--- src/rtl/burst_pattern_generator_if.sv ---
// Transmit-side bus between the burst pattern generator and the FT245 tx FIFO.
//   tx_data  : word offered to the FIFO, valid whenever tx_write is high
//   tx_write : write strobe, one word accepted per high cycle
//   tx_full  : FIFO full, no write may happen in a cycle where it is high
// The master modport is the generator side; the slave modport is the FIFO side.
interface burst_pattern_generator_if #(
  parameter int DATA_W = 32
);
  logic [DATA_W-1:0] tx_data;
  logic              tx_write;
  logic              tx_full;

  modport master (output tx_data, output tx_write, input tx_full);
  modport slave  (input tx_data, input tx_write, output tx_full);
endinterface

--- src/rtl/burst_pattern_generator.sv ---
// Burst pattern generator: debounces a push-button and, on each accepted
// press, writes a burst of test words into the FT245 tx FIFO while honouring
// FIFO backpressure. Burst length, pattern mode and one-shot/continuous
// operation are sampled at the start of each triggered run.
// Ports:
//   clk_in      user clock, rising edge
//   rst_in      asynchronous active-low reset
//   trigger     raw push-button (asynchronous, active-high)
//   mode        0 counter, 1 byte ramp, 2 walking one, 3 LFSR
//   burst_len   words per burst
//   continuous  auto-restart bursts until the next press
//   tx          tx FIFO bus (master side: tx_data, tx_write, tx_full)
//   busy        high while a run is in progress
//   done        one-cycle pulse at the end of each burst
//   word_count  words written in the current burst
module burst_pattern_generator #(
  parameter int          DATA_W       = 32,
  parameter int          LEN_W        = 16,
  parameter int unsigned DEBOUNCE_CYC = 50000,
  parameter logic [31:0] LFSR_SEED    = 32'h1
) (
  input  logic                      clk_in,
  input  logic                      rst_in,
  input  logic                      trigger,
  input  logic [1:0]                mode,
  input  logic [LEN_W-1:0]          burst_len,
  input  logic                      continuous,
  burst_pattern_generator_if.master tx,
  output logic                      busy,
  output logic                      done,
  output logic [LEN_W-1:0]          word_count
);

  localparam int            DB_W   = $clog2(DEBOUNCE_CYC);
  localparam logic [DB_W-1:0] DB_LIM = DB_W'(DEBOUNCE_CYC - 1);
  localparam int            LANES  = DATA_W / 8;
  localparam int            LW     = (DATA_W < 32) ? DATA_W : 32;

  typedef enum logic [1:0] {IDLE, RUN, DONE} state_t;

  state_t            state, next_state;
  logic              sync_a, sync_b, deb_q, start;
  logic [DB_W-1:0]   db_cnt;
  logic [1:0]        mode_q;
  logic [LEN_W-1:0]  len_q;
  logic              cont_q, stop_q;
  logic [DATA_W-1:0] data_q;
  logic [31:0]       lfsr_q, lfsr_nxt;
  logic              wr, last_word;

  // LFSR state zero-extended or truncated to the tx word width.
  function automatic logic [DATA_W-1:0] fit_lfsr(input logic [31:0] l);
    logic [DATA_W-1:0] r;
    r = '0;
    r[LW-1:0] = l[LW-1:0];
    return r;
  endfunction

  function automatic logic [31:0] lfsr_step(input logic [31:0] l);
    return (l >> 1) ^ (l[0] ? 32'h8020_0003 : 32'h0);
  endfunction

  // First word of a freshly started pattern sequence (k = 0).
  function automatic logic [DATA_W-1:0] pattern_init(input logic [1:0] m);
    logic [DATA_W-1:0] r;
    r = '0;
    case (m)
      2'd0: r = '0;
      2'd1: for (int i = 0; i < LANES; i++) r[8*i +: 8] = 8'(i);
      2'd2: r = DATA_W'(1);
      default: r = fit_lfsr(LFSR_SEED);
    endcase
    return r;
  endfunction

  // Word k+1 derived from word k; the LFSR word comes from the 32-bit state
  // since truncation to narrow words loses information.
  function automatic logic [DATA_W-1:0] pattern_next(input logic [1:0] m,
                                                     input logic [DATA_W-1:0] cur,
                                                     input logic [31:0] lnext);
    logic [DATA_W-1:0] r;
    r = cur;
    case (m)
      2'd0: r = cur + DATA_W'(1);
      2'd1: for (int i = 0; i < LANES; i++) r[8*i +: 8] = cur[8*i +: 8] + 8'(LANES);
      2'd2: r = {cur[DATA_W-2:0], cur[DATA_W-1]};
      default: r = fit_lfsr(lnext);
    endcase
    return r;
  endfunction

  // Trigger synchroniser and debounce: the debounced level follows the
  // synchronised level only after it has differed for DEBOUNCE_CYC cycles.
  always_ff @(posedge clk_in or negedge rst_in) begin
    if (!rst_in) begin
      sync_a <= 1'b0;
      sync_b <= 1'b0;
      deb_q  <= 1'b0;
      db_cnt <= '0;
    end else begin
      sync_a <= trigger;
      sync_b <= sync_a;
      if (sync_b == deb_q) begin
        db_cnt <= '0;
      end else if (db_cnt == DB_LIM) begin
        db_cnt <= '0;
        deb_q  <= sync_b;
      end else begin
        db_cnt <= db_cnt + 1'b1;
      end
    end
  end

  // Start pulse coincides with the cycle in which the debounced level rises.
  assign start = sync_b && !deb_q && (db_cnt == DB_LIM);

  assign lfsr_nxt  = lfsr_step(lfsr_q);
  assign last_word = (word_count + LEN_W'(1)) == len_q;

  always_ff @(posedge clk_in or negedge rst_in) begin
    if (!rst_in) state <= IDLE;
    else         state <= next_state;
  end

  always_comb begin
    next_state = state;
    case (state)
      IDLE: if (start) next_state = (burst_len == '0) ? DONE : RUN;
      RUN:  if (wr && last_word) next_state = DONE;
      DONE: begin
        if (cont_q && !stop_q && !start)
          // An empty continuous burst has no write to end it; stay in DONE.
          next_state = (len_q == '0) ? DONE : RUN;
        else
          next_state = IDLE;
      end
      default: next_state = IDLE;
    endcase
  end

  always_comb begin
    wr   = (state == RUN) && !tx.tx_full;
    busy = (state != IDLE);
    done = (state == DONE);
  end

  assign tx.tx_write = wr;
  assign tx.tx_data  = data_q;

  // data_q always holds the word on offer. The final write of a burst does not
  // advance it, so the last written word stays visible after the burst; a
  // continuous restart advances it on the way out of DONE instead.
  always_ff @(posedge clk_in or negedge rst_in) begin
    if (!rst_in) begin
      mode_q     <= 2'd0;
      len_q      <= '0;
      cont_q     <= 1'b0;
      stop_q     <= 1'b0;
      word_count <= '0;
      data_q     <= '0;
      lfsr_q     <= LFSR_SEED;
    end else begin
      case (state)
        IDLE: begin
          if (start) begin
            mode_q     <= mode;
            len_q      <= burst_len;
            cont_q     <= continuous;
            stop_q     <= 1'b0;
            word_count <= '0;
            data_q     <= pattern_init(mode);
            lfsr_q     <= LFSR_SEED;
          end
        end
        RUN: begin
          if (start && cont_q) stop_q <= 1'b1;
          if (wr) begin
            word_count <= word_count + LEN_W'(1);
            if (!last_word) begin
              data_q <= pattern_next(mode_q, data_q, lfsr_nxt);
              lfsr_q <= lfsr_nxt;
            end
          end
        end
        DONE: begin
          if (next_state == RUN) begin
            word_count <= '0;
            data_q     <= pattern_next(mode_q, data_q, lfsr_nxt);
            lfsr_q     <= lfsr_nxt;
          end
        end
        default: ;
      endcase
    end
  end

endmodule

--- src/flat_wrapper.sv ---
// flat-port wrapper written by rule: the top's interface ports become plain ports
module burst_pattern_generator_flat 
#(
  parameter int          DATA_W       = 32,
  parameter int          LEN_W        = 16,
  parameter int unsigned DEBOUNCE_CYC = 50000,
  parameter logic [31:0] LFSR_SEED    = 32'h1
)
  (clk_in, rst_in, trigger, mode, burst_len, continuous, busy, done, word_count, tx_tx_data, tx_tx_write, tx_tx_full);
  burst_pattern_generator_if #(.DATA_W(DATA_W)) tx_i ();
  input  logic clk_in;
  input  logic rst_in;
  input  logic trigger;
  input  logic [1:0] mode;
  input  logic [LEN_W-1:0] burst_len;
  input  logic continuous;
  output logic busy;
  output logic done;
  output logic [LEN_W-1:0] word_count;
  output wire logic [$bits(tx_i.tx_data)-1:0] tx_tx_data;
  output wire logic [$bits(tx_i.tx_write)-1:0] tx_tx_write;
  input wire logic [$bits(tx_i.tx_full)-1:0] tx_tx_full;
  assign tx_tx_data = tx_i.tx_data;
  assign tx_tx_write = tx_i.tx_write;
  assign tx_i.tx_full = tx_tx_full;
  burst_pattern_generator #(.DATA_W(DATA_W), .LEN_W(LEN_W), .DEBOUNCE_CYC(DEBOUNCE_CYC), .LFSR_SEED(LFSR_SEED)) u_core (.clk_in(clk_in), .rst_in(rst_in), .trigger(trigger), .mode(mode), .burst_len(burst_len), .continuous(continuous), .tx(tx_i), .busy(busy), .done(done), .word_count(word_count));
endmodule
--- config.mk ---
export PLATFORM = sky130hd
export DESIGN_NAME = burst_pattern_generator_flat
export DESIGN_NICKNAME = d
export VERILOG_FILES = /design/src/rtl/burst_pattern_generator_if.sv /design/src/rtl/burst_pattern_generator.sv /design/src/flat_wrapper.sv
export SDC_FILE = /design/constraint.sdc
export NUM_CORES = 1
export LEC_CHECK = 0
export CAP_MARGIN = 40
export CORE_MARGIN = 1
export CORE_UTILIZATION = 40
export DETAILED_ROUTE_END_ITERATION = 10
export GPL_ROUTABILITY_DRIVEN = 0
export MAX_ROUTING_LAYER = met4
export PLACE_DENSITY = 0.65
export RECOVER_POWER = 100
export SETUP_SLACK_MARGIN = 0.5
export SYNTH_ARGS = -nofsm -noshare
export SYNTH_HDL_FRONTEND = slang
export SYNTH_SLANG_ARGS = --single-unit
--- constraint.sdc ---
create_clock -name clk_in -period 3.1 [get_ports clk_in]
set_clock_uncertainty 0.05 [all_clocks]
set_input_delay 0.62 -clock clk_in [delete_from_list [all_inputs] [get_ports clk_in]]
set_output_delay 0.62 -clock clk_in [all_outputs]
set_load 0.02 [all_outputs]
### Word-level counts from Yosys, hierarchy flattened

Index checks and enable logic that the tools add are counted.

| storage, ports and cells | value |
|---|---|
| register bits after elaboration | 121 |
| memory bits (writable) | 0 |
| bits in read-only memories | 0 |
| bits of input ports | 23 |
| bits in latches | 0 |
| memories kept | 0 |

| cells by class | value |
|---|---|
| equality and inequality tests | 14 |
| divide/modulo/power cells | 0 |
| add/sub/neg operators | 7 |
| shift operators | 0 |
| $mul | 0 |
| reductions and logical operators | 24 |
| mux-type cells | 28 |
| bitwise operators | 2 |
| magnitude comparators | 0 |

Operator list:

| operator | count |
|---|---|
| $mux 32 | 9 |
| $pmux 32 s3 | 3 |
| $mux 16 | 5 |
| $pmux 26 s2 | 1 |
| $pmux 16 s3 | 1 |
| $add 16x1->16 const B | 2 |
| $add 32x1->32 const B | 1 |
| $add 8x3->8 const B | 4 |
| $logic_not 16->1 | 2 |
| $xor 31x32->32 | 1 |
| $eq 16x16->1 | 1 |
| $eq 16x16->1 const B | 1 |
| $mux 2 | 5 |
| $eq 2x1->1 const B | 4 |
| $logic_and 1x1->1 | 7 |
| $logic_not 2->1 | 3 |
| $ne 2x1->1 const B | 3 |
| $pmux 2 s3 | 1 |
| $reduce_and 5->1 | 1 |
| $eq 2x2->1 const B | 2 |
| $logic_not 1->1 | 4 |
| $ne 2x2->1 const B | 2 |
| $reduce_and 2->1 | 2 |
| $reduce_and 4->1 | 1 |
| other kinds (7) | 9 |

### Depth between registers and ports, before layout

Gate-level depths: netlist (run 1).

| depth | value |
|---|---|
| depth in word-level cells | 10 |
| depth in mapped cells | 13 |
| mapped depth without buffers | 10 |

### Worst setup path after synthesis (run 1)

No wires, ideal clock.

| timing path | value |
|---|---|
| path kind | reg-to-reg |
| start | register u_core.word_count[8] |
| end | register u_core.data_q[19], in the netlist u_core.tx.tx_data[19] |
| path buffers | 4 |
| stages on the path, launching flop included | 13 |
| arrival time | 3181 ps |
| data required time | 2984 ps |
| setup time | 66 ps |
| path slack | -198 ps |
| cell sequence | dfrtp_1 -> clkbuf_1 -> nand4_1 -> or4_1 -> xnor2_1 -> a211o_1 -> a2111oi_1 -> or3_1 -> buf_2 -> buf_6 -> buf_2 -> nand2_1 -> nand2_1 |

| on the way | value |
|---|---|
| longest elaborated chain between the ends | 8 |

Ends and longest elaborated chain:

| what | RTL line | source |
|---|---|---|
| start, declared | burst_pattern_generator.sv:31 | `output logic [LEN_W-1:0] word_count` |
| start signal, assigned | burst_pattern_generator.sv:178 | `word_count <= word_count + LEN_W'(1);` |
| $add 16x1->16 (*) | burst_pattern_generator.sv:118 | `assign last_word = (word_count + LEN_W'(1)) == len_q;` |
| $eq 16x16->1 (*) | burst_pattern_generator.sv:118 |  |
| $logic_and 1x1->1 | burst_pattern_generator.sv:129 | `RUN: if (wr && last_word) next_state = DONE;` |
| $mux 2 | burst_pattern_generator.sv:129 |  |
| $pmux 2 s3 | burst_pattern_generator.sv:127 | `case (state)` |
| $eq 2x1->1 | burst_pattern_generator.sv:186 | `if (next_state == RUN) begin` |
| $ne 2x1->1 (no line) | n/a |  |
| $reduce_and 5->1 (no line) (*) | n/a |  |
| end signal, assigned | burst_pattern_generator.sv:171 | `data_q <= pattern_init(mode);` |
| end signal, assigned | burst_pattern_generator.sv:180 | `data_q <= pattern_next(mode_q, data_q, lfsr_nxt);` |
| end signal, assigned | burst_pattern_generator.sv:188 | `data_q <= pattern_next(mode_q, data_q, lfsr_nxt);` |
| end, declared | burst_pattern_generator.sv:47 | `logic [DATA_W-1:0] data_q;` |

Mark *: on every way between the ends. The rest lies on a longest branch, timed or not.
A chain may end at the register's enable or synchronous reset.

### Final worst setup path (run 1)

| timing path | value |
|---|---|
| start | register u_core.db_cnt[7] |
| end | register u_core.lfsr_q[3] |

| on the way | value |
|---|---|
| longest elaborated chain between the ends | 9 |

Ends and longest elaborated chain:

| what | RTL line | source |
|---|---|---|
| start, declared | burst_pattern_generator.sv:43 | `logic [DB_W-1:0] db_cnt;` |
| start signal, assigned | burst_pattern_generator.sv:109 | `db_cnt <= db_cnt + 1'b1;` |
| $eq 16x16->1 (*) | burst_pattern_generator.sv:115 | `assign start = sync_b && !deb_q && (db_cnt == DB_LIM);` |
| $logic_and 1x1->1 (*) | burst_pattern_generator.sv:115 |  |
| $logic_not 1->1 | burst_pattern_generator.sv:131 | `if (cont_q && !stop_q && !start)` |
| $logic_and 1x1->1 | burst_pattern_generator.sv:131 |  |
| $mux 2 | burst_pattern_generator.sv:131 |  |
| $pmux 2 s3 | burst_pattern_generator.sv:127 |  |
| $eq 2x1->1 | burst_pattern_generator.sv:186 |  |
| $ne 2x1->1 (no line) | n/a |  |
| $reduce_and 5->1 (no line) (*) | n/a |  |
| end signal, assigned | burst_pattern_generator.sv:181 | `lfsr_q <= lfsr_nxt;` |
| end signal, assigned | burst_pattern_generator.sv:189 | `lfsr_q <= lfsr_nxt;` |
| end, declared | burst_pattern_generator.sv:48 | `logic [31:0] lfsr_q, lfsr_nxt;` |

Marks and branches as above.

==> metrics.txt, run 1 <==
status=finished clean; sequential power share=just over 40%; type of the worst min-delay path=flop to flop; WL per Instance=approximately 19 um; area grow syn2layout=48.9%; final setup vio count=0; Int Pwr=approximately 3.1 mW; min-delay src=u_core.sync_a; Post-Syn Area=0.00737 mm^2; Die X=138 um; fin cells=between 1000 and 1500; sequential area share after synthesis=approximately two fifths; Comb pwr share=~5.0%; n_diodes=0; Die Y=around 140 um; worst path bufs/invs=4; DR DRC count=0; Main synth FF type=dfrtp_1; Max-Cap Viols=0; clk sinks=around 120; period utilization=between 90% and 100%; Port Buffers=73; most numerous cell on the critical path=buf_8; Starting Density=40.9%; yosys warns=0; Worst slew margin=9.03%; clk_lat worst skew=between 0.4 and 0.5 ns; antenna-violating nets left=0; Syn Inst Count=about 820; dpl hpwl=between 10000 and 15000 um; clock group share of total power=a little over half; total grt overflow=0; register area=roughly 0.003 mm^2; Slew @ Worst Pin=around 1.4 ns; R2R Path Start=u_core.db_cnt[7]; io pins=74; clock buffer depth=2; R2R Path End=u_core.lfsr_q[3]; first-pass GRT wire length=36300 um; Worst-path clk slew=around 0.06 ns; Root Buffer=clkbuf_16; Reg2Reg Depth=12; Net Sw Power=0.870 mW; Crit Path Category=flop to flop; Multi-input gate area=0.00465 mm^2; final hold viol count=0; setup_tns=0 ns; min Tclk post-route=around 3.1 ns; maximum vdd drop=between 0.0003 and 0.0004 V; Crit. End Element=flop; DP Cell Count=1165; layout cell share with drive strength beyond 1=between 30 and 40%; max-slew violations=0; CTS tree=done; Fmax achieved=approximately 0.32 GHz; final core occ=between 60% and 70%; RSZ-0062 raised after global routing=true; CP cell instances=or4b_4 > nor4_4 > buf_6 > mux2i_4 > a221o_1 > o31a_1 > or3_4 > buf_12 > buf_8 > buf_8 > nand2_2 > nand2_1; design area=between 0.01 and 0.015 mm^2; Cell variety after synth=a little over 70; Post-synth ARST share=between 90% and 100%; Post-synth EDFFs=0; Max FO, Critical Path=8; switching portion of total power=21.9%; Core Region=0.0180 mm^2; routed vias/inst=~5.8; Seq cells post-synth=roughly 120; CP startpoint kind=flop; fin nets=between 1000 and 1500; placed instance area=0.00900 mm^2; Top delay family on crit path=simple AND/OR/NAND/NOR gates; DR vias=7330; initial drt markers=about 590; Synth Net Count=roughly 860; commonest non-fill, non-tap cell in the layout=dfrtp_1; Endpoint, Worst Hold=u_core.sync_b; most frequent cells in the layout=dfrtp_1, buf_4, nand2_1, nand3_1, nor2_1; flop2flop setup slack=0.009 ns; depth of the worst hold-timing path=0; Avg Inst Size Synth=around 9 um^2; initial antenna violation count=0; worst path arrival time=roughly 3.3 ns; H-tree depth=4; vias in the first global route=6930; Filler cells=approximately 1500; max incr delay on CP=0.55 ns; total iterations of the first detailed-routing run=5; full die area=0.0190 mm^2; Pwr Density=around 360 mW/mm^2; pre-CTS setup slack=-0.306 ns; pin count of the biggest net entering global routing=50; gr usage total=25.6%; num rows=49; Static Leak=4.79 nW; CP required=3.35 ns; cts bufs inserted=17; slowest cell on the critical path=or4b_4; post-detailed-routing wire length=about 24000 um; final worst-path setup slack=about 0.009 ns
==> repair_timing <==
item,CTS,global route
gates cloned,5,3
hold buffers,0,0
gates resized for setup,123,93
pin swaps,42,33
buffers inserted,44,6
endpoints found under the setup margin,83,85
==> synth_stat cells (all sizes together) (11+ instances only) <==
library cell / count / area (um^2)
buf: 15 / 76.3
a22o: 15 / 131
o31ai: 11 / 82.6
nor4: 15 / 109
nand3: 73 / 365
a21oi: 31 / 155
nand4: 16 / 100
nor2: 57 / 214
nor3: 13 / 70.1
and3: 11 / 68.8
ha: 12 / 150
clkbuf: 44 / 166
xor2: 20 / 175
mux2i: 27 / 270
o21ai: 44 / 220
dfrtp: 120 / 3000
mux2: 28 / 315
xnor2: 22 / 193
nand2: 122 / 458
inv: 15 / 56.3
==> worst max-delay path by stage <==
stage               slack, ns                     to              start  depth (start not counted)
global placement        -0.20  u_core.tx.tx_data[13]       burst_len[1]                          9
finish                  0.009       u_core.lfsr_q[3]   u_core.db_cnt[7]                         12
floorplan                0.06  u_core.tx.tx_data[13]   u_core.db_cnt[7]                          9
global route            -0.08       u_core.lfsr_q[3]   u_core.db_cnt[7]                         12
detailed placement      -0.31  u_core.tx.tx_data[13]       burst_len[1]                          9
CTS                     -0.05      u_core.lfsr_q[19]  u_core.db_cnt[11]                         12
==> registers in the layout, indices dropped and copies added (netlist names) <==
register / cells
u_core.deb_q: 1
u_core.lfsr_q: 32
u_core.word_count: 16
u_core.cont_q: 1
u_core.sync_a: 1
u_core.mode_q: 2
u_core.tx.tx_data: 32
u_core.db_cnt: 16
u_core.state: 2
u_core.len_q: 16
u_core.sync_b: 1
u_core.stop_q: 1
==> routing by layer <==
layer / share of wire, % / vias to the layer above / track usage (%)
li1: - / 3398 / -
met1: 43 / 3604 / 32.9
met2: 49 / 284 / 40.4
met3: 5.9 / 44 / 4.86
met4: 2.1 / 0 / 9.18
met5: 0 / - / -
==> metrics by stage <==
| step | total power [mW] | hold WS (ns) |
|---|---|---|
| global route | 4.08 | 0.302 |
| CTS | 3.99 | 0.226 |
| finish | 3.97 | 0.297 |
| global placement | 1.84 | 0.286 |
| floorplan | 1.73 | 0.274 |
| detailed placement | 1.85 | 0.286 |
==> cell type report <==
type                    instances  area share, %
clock buffers                  21           4.29
clock inverters                10           1.52
inverters                      16          0.548
multi-input cells             628           42.4
flip-flops and latches        121           27.8
well taps                     229           2.61
repair buffers                229           20.9
==> cell families after synthesis <==
| logic type | Yosys count | synth area share, % |
|---|---|---|
| compound gates | 171 | 16.3 |
| xor+xnor | 42 | 4.99 |
| fa+ha+maj | 12 | 2.04 |
| buf+inv | 75 | 4.11 |
| flops | 121 | 41.1 |
| mux | 57 | 8.56 |
| simple gates | 346 | 22.9 |
==> power groups by stage <==
stage               sequential, mW  combinational (mW)  clock [mW]
global route                  1.62               0.217        2.24
global placement              1.65               0.195           0
detailed placement            1.65               0.197           0
finish                        1.62               0.198        2.15
CTS                           1.62               0.202        2.17
floorplan                     1.65              0.0819           0
Note: power is estimated with default switching activity, not from simulation.
==> run 2: changes to the inputs <==
- SLEW_MARGIN: default -> 25
==> results of run 2 <==
No change in the layout: final DEF, timing and power equal those of run 1.
